<file path="src/rtl/goertzel_power_detect.sv">
// Goertzel result power detector: squares {Re,Im}, sums 2^LOG2_NAVG powers into a frame,
// presents the frame on an AXI4-Stream host port and pulses o_trigger when it exceeds i_threshold.
module goertzel_power_detect #(
  parameter int IW        = 20,
  parameter int LOG2_NAVG = 4
) (
  input  logic                      i_clk,
  input  logic                      i_rst,
  input  logic [2*IW-1:0]           s_axis_tdata,
  input  logic                      s_axis_tvalid,
  output logic                      s_axis_tready,
  input  logic [2*IW+LOG2_NAVG-1:0] i_threshold,
  output logic [2*IW+LOG2_NAVG-1:0] m_axis_tdata,
  output logic                      m_axis_tvalid,
  input  logic                      m_axis_tready,
  output logic                      o_trigger
);

  localparam int PW = 2 * IW;
  localparam int AW = PW + LOG2_NAVG;
  localparam int CW = LOG2_NAVG + 1;
  localparam logic [CW-1:0] LAST_IDX = CW'((1 << LOG2_NAVG) - 1);

  typedef enum logic [1:0] {
    ST_ACCUM,
    ST_FLUSH,
    ST_HOLD
  } state_t;

  state_t          state, state_nxt;
  logic [CW-1:0]   count;
  logic [1:0]      flush_cnt;
  logic            s_hs, m_hs, flush_done;

  logic signed [IW-1:0] re_in, im_in;
  logic signed [PW-1:0] re_ext, im_ext;
  logic [PW-1:0]        re_sq, im_sq, pow_sum;
  logic                 v1, v2;
  logic [AW-1:0]        acc;

  assign s_axis_tready = (state == ST_ACCUM) && !i_rst;
  assign s_hs          = s_axis_tvalid && s_axis_tready;
  assign m_hs          = m_axis_tvalid && m_axis_tready;
  // Four flush cycles give the last accepted sample time to drain through E1..E3.
  assign flush_done    = (state == ST_FLUSH) && (flush_cnt == 2'd3);

  assign re_in  = s_axis_tdata[2*IW-1:IW];
  assign im_in  = s_axis_tdata[IW-1:0];
  assign re_ext = {{IW{re_in[IW-1]}}, re_in};
  assign im_ext = {{IW{im_in[IW-1]}}, im_in};

  always_ff @(posedge i_clk) begin
    if (i_rst) state <= ST_ACCUM;
    else       state <= state_nxt;
  end

  // NOTE: next-state defaults to the current state first so no path leaves it unassigned (no latch).
  always_comb begin
    state_nxt = state;
    unique case (state)
      ST_ACCUM: if (s_hs && (count == LAST_IDX)) state_nxt = ST_FLUSH;
      ST_FLUSH: if (flush_cnt == 2'd3)           state_nxt = ST_HOLD;
      ST_HOLD:  if (m_hs)                        state_nxt = ST_ACCUM;
      default:                                   state_nxt = ST_ACCUM;
    endcase
  end

  // NOTE: sequential state uses non-blocking assignments so every register samples pre-edge values.
  always_ff @(posedge i_clk) begin
    if (i_rst) begin
      count     <= '0;
      flush_cnt <= '0;
    end else begin
      if (m_hs)      count <= '0;
      else if (s_hs) count <= count + 1'b1;
      flush_cnt <= (state == ST_FLUSH) ? flush_cnt + 2'd1 : 2'd0;
    end
  end

  // NOTE: only the valid tags and accumulator need reset; data registers are ignored until tagged valid.
  always_ff @(posedge i_clk) begin
    re_sq   <= re_ext * re_ext;
    im_sq   <= im_ext * im_ext;
    pow_sum <= re_sq + im_sq;
  end

  always_ff @(posedge i_clk) begin
    if (i_rst) begin
      v1  <= 1'b0;
      v2  <= 1'b0;
      acc <= '0;
    end else begin
      v1 <= s_hs;
      v2 <= v1;
      if (m_hs)    acc <= '0;
      else if (v2) acc <= acc + AW'(pow_sum);
    end
  end

  always_ff @(posedge i_clk) begin
    if (i_rst) begin
      m_axis_tdata  <= '0;
      m_axis_tvalid <= 1'b0;
      o_trigger     <= 1'b0;
    end else begin
      o_trigger <= flush_done && (acc > i_threshold);
      if (flush_done) begin
        m_axis_tdata  <= acc;
        m_axis_tvalid <= 1'b1;
      end else if (m_hs) begin
        m_axis_tvalid <= 1'b0;
      end
    end
  end

endmodule
</file>
<file path="config.mk">
export PLATFORM = sky130hd
export DESIGN_NAME = goertzel_power_detect
export DESIGN_NICKNAME = d
export VERILOG_FILES = /design/src/rtl/goertzel_power_detect.sv
export SDC_FILE = /design/constraint.sdc
export NUM_CORES = 2
export LEC_CHECK = 0
export CORE_MARGIN = 5
export CORE_UTILIZATION = 55
export CTS_CLUSTER_SIZE = 16
export DETAILED_ROUTE_END_ITERATION = 8
export PLACE_DENSITY = 0.71
export SYNTH_ARGS = -nofsm -noshare
export SYNTH_HDL_FRONTEND = slang
export SYNTH_SLANG_ARGS = --single-unit
</file>
<file path="constraint.sdc">
create_clock -name i_clk -period 12.9 [get_ports i_clk]
set_input_delay 2.58 -clock i_clk [delete_from_list [all_inputs] [get_ports i_clk]]
set_output_delay 2.58 -clock i_clk [all_outputs]
set_load 0.02 [all_outputs]
</file>
==> flow_summary.yaml <==
status:
  outcome: "complete, but fails checks"
  violated_checks: "capacitance limit, slew limit"
placed_design:
  place.port_buffers: 134
  gp_congestion: 0.9016
  postPlaceCellArea_um2: 39780
  hpwlAfterDp_um: 69900
clock_network:
  cts_hold_repair.buffers: 0
  clkTransAtPathRegs_ns: 0.06
  clock_tree.buffer_depth: 3
  htree_num_levels: 1
  postCtsSetupRepairBufs: 0
  tritoncts_num_sinks: 219
  cts_resized: 0
  clock_tree_from_tritoncts: "done"
  cts-buffers-inserted: 26
  clockRootBuffer: "clkbuf_16"
  clock_latency_ns: 0.56
routing:
  drt-pass1-iter-count: 6
  detail_route.iter0.violations: 1173
  route.layer.met1.wl_um: 33220
  met2_length_um: 43000
  routed-via-count: 26620
  wl_met3_um: 3999
  drt-wirelength-per-cell_um: 16.56
  dr.max_layer_used: "met4"
  route.final.wire_length_um: 83010
  post_detailed_route_drc_marker_count: 0
  ant_nets: 0
  detail_route.vias_per_cell: 5.309
die:
  starting_density: 0.5565
  floorplan.core_area_um2: 67510
  die_area_um2: 73640
  die-height_um: 271.4
  die_w_um: 271.4
  floorplan.rows: 95
  top_level_ports: 135
logic_synthesis:
  syn-num-nets: 5245
  yosysWarnings: 0
  synth_edf_count: 0
  syn-cell-area_um2: 37570
  yosys_cell_types: 72
  synth_seq_cells: 219
  synth_async_sr_flop_share: 0
  synth_cells: 4046
  synth_area_per_cell_um2: 9.286
  ys.flop_type: "dfxtp_1"
  seq_area_frac_synth: 0.1167
sta:
  report.final.slew_viol_count: 2
  timing.setup.tns_ns: 0
  grt_setup_unrepaired: "false"
  finalSetupViolCount: 0
  max_slew.worst_pin.slew_ns: 1.573
  final.setup_skew_ns: 0.02930
  fmaxAchievable_ghz: 0.09640
  final_worst_path_period_need_ns: 10.37
  timing.slew.headroom: -0.06182
  final-hold-violation-count: 0
  min_period_over_period: 0.8042
final_layout:
  growth_of_design_area_from_synthesis_to_finish_pct: 8.189
  final_layout_size_suffix_gt1_frac: 0.02487
  reg_area_um2: 4385
  num-fill-cells: 5831
  num-nets-final: 5321
  diodes: 0
  multiInputGateArea_um2: 29020
  final_design_area_no_fill_um2: 40650
worst_setup_path:
  startpoint_type_of_the_worst_setup_path: "primary input"
  crit_path_max_fanout: 18
  timing.critical_path.to_type: "register"
  crit_arrival_ns: 10.84
  criticalPathCategory: "in -> reg"
  required_ns: 13.36
grt:
  grt_pass1_vias: 28730
  overflow_after_grt: 0
  grt_pass1_wl_um: 140200
  grt_use_total: 0.2326
  grt_antenna_before_repair: 1
  grt_max_degree: 53
hold_path:
  worstHoldPathType: "reg -> reg"
job:
  drv_cap: 1
-- worst max-delay path: stages --
cell             delay, ns
clkdlybuf4s50_1       0.93
inv_1                 0.32
nor2_1                0.32
inv_1                 0.11
fa_1                  0.51
fa_1                  0.51
inv_1                 0.05
fa_1                  0.47
fa_1                  0.51
inv_1                 0.05
fa_1                  0.53
inv_1                 0.05
fa_1                  0.47
inv_1                 0.05
fa_1                  0.49
inv_1                 0.04
ha_1                  0.34
and4_1                0.26
nor2b_1               0.14
a2111oi_1             0.47
o21bai_1              0.21
o2111ai_1             0.36
a21boi_1              0.19
a221oi_2              0.39
o2111ai_1             0.16
a21oi_1               0.19
xnor2_1               0.13
-- synth_stat cells, types with 8 or more instances --
cell type / count / area share
inv_1: 996 / 0.10
fa_1: 766 / 0.41
nand2_1: 390 / 0.039
ha_1: 345 / 0.11
dfxtp_1: 219 / 0.12
a21oi_1: 186 / 0.025
nor2_1: 145 / 0.014
and2_1: 136 / 0.023
xnor2_1: 125 / 0.029
clkbuf_1: 108 / 0.011
a21o_1: 79 / 0.016
o21ai_0: 63 / 0.0084
nor2b_1: 54 / 0.0090
xor2_1: 53 / 0.012
nand3_1: 33 / 0.0044
nand4_1: 28 / 0.0047
nor3_1: 27 / 0.0036
a211oi_1: 24 / 0.0048
nand2b_1: 24 / 0.0040
mux2i_1: 23 / 0.0061
o21bai_1: 20 / 0.0040
o21a_1: 19 / 0.0038
a31oi_1: 18 / 0.0030
and3_1: 17 / 0.0028
o211ai_1: 14 / 0.0028
or2_2: 10 / 0.0017
o31ai_1: 9 / 0.0018
nor4_1: 8 / 0.0013
or3_1: 8 / 0.0013
-- area by class of cell --
class,instances,area share
Timing Repair Buffer,161,0.03786
Multi-Input combinational cell,2718,0.7140
Clock buffer,38,0.01908
Clock inverter,9,0.002309
Tap cell,873,0.02687
Sequential cell,219,0.1079
Inverter,996,0.09198
-- kinds of logic (layout without fill, tap and decap cells) --
logic type	count (synthesis)	count (layout)	synth area share
adders and majority gates	1111	1111	0.5230
buffers and inverters	1109	1204	0.1108
and+or+nand+nor	898	898	0.1127
AOI/OAI and AO/OA	504	504	0.08788
DFF	219	219	0.1167
xor gates and xnor gates	178	178	0.04149
muxes	27	27	0.007326
-- cells in the final DEF, fill, tap and decap left out, types with 9 or more instances in the layout --
cell type	n
or2_2	10
o21bai_1	20
fa_1	766
o21ai_0	63
clkdlybuf4s50_1	133
clkbuf_16	26
xor2_1	53
nand2b_1	24
inv_1	996
a21oi_1	186
a211oi_1	24
mux2i_1	23
dfxtp_1	218
buf_4	27
nand2_1	390
xnor2_1	125
nand4_1	28
nor2b_1	54
and3_1	17
and2_1	136
ha_1	345
a21o_1	79
o21a_1	19
nand3_1	33
nor2_1	145
o31ai_1	9
a31oi_1	18
nor3_1	27
o211ai_1	14
-- sequential cells by signal, indices dropped and copies added, names as in the netlist, 2 cells and up --
signal,cells
acc,44
m_axis_tdata,44
pow_sum,40
im_sq,39
re_sq,39
count,5
flush_cnt,2
state,2
-- per-layer routing --
metal	vias to the layer above	global-route usage
met3	184	0.02720
met2	639	0.4272
li1	12540	-
met1	13260	0.2899
met5	-	0
met4	0	0.06692
-- through the flow --
stage / cells / setup slack, ns / hold slack [ns] / util
global route: 5014 / 2.125 / 0.4305 / 0.6021
global placement: 4967 / 2.118 / 0.4108 / 0.5892
finish: 5014 / 2.526 / 0.4283 / 0.6021
detailed placement: 4967 / 2.026 / 0.4158 / 0.5892
CTS: 5014 / 2.588 / 0.4246 / 0.6021
floorplan: 4046 / 3.585 / 0.3984 / -
-- worst paths after layout --
kind / endpoint / from / slack (ns) / depth (start not counted)
min: flush_cnt[0]$_SDFF_PP0_ / flush_cnt[0]$_SDFF_PP0_ / 0.43 / 1
max reg2reg: pow_sum[37]$_DFF_P_ / im_sq[3]$_DFF_P_ / 8.71 / 10
max: re_sq[38]$_DFF_P_ / s_axis_tdata[24] / 2.53 / 27
min reg2reg: flush_cnt[0]$_SDFF_PP0_ / flush_cnt[0]$_SDFF_PP0_ / 0.43 / 1
Power is not shown: default switching activity piles up to over one toggle a cycle in this logic, so the estimate is an artifact.
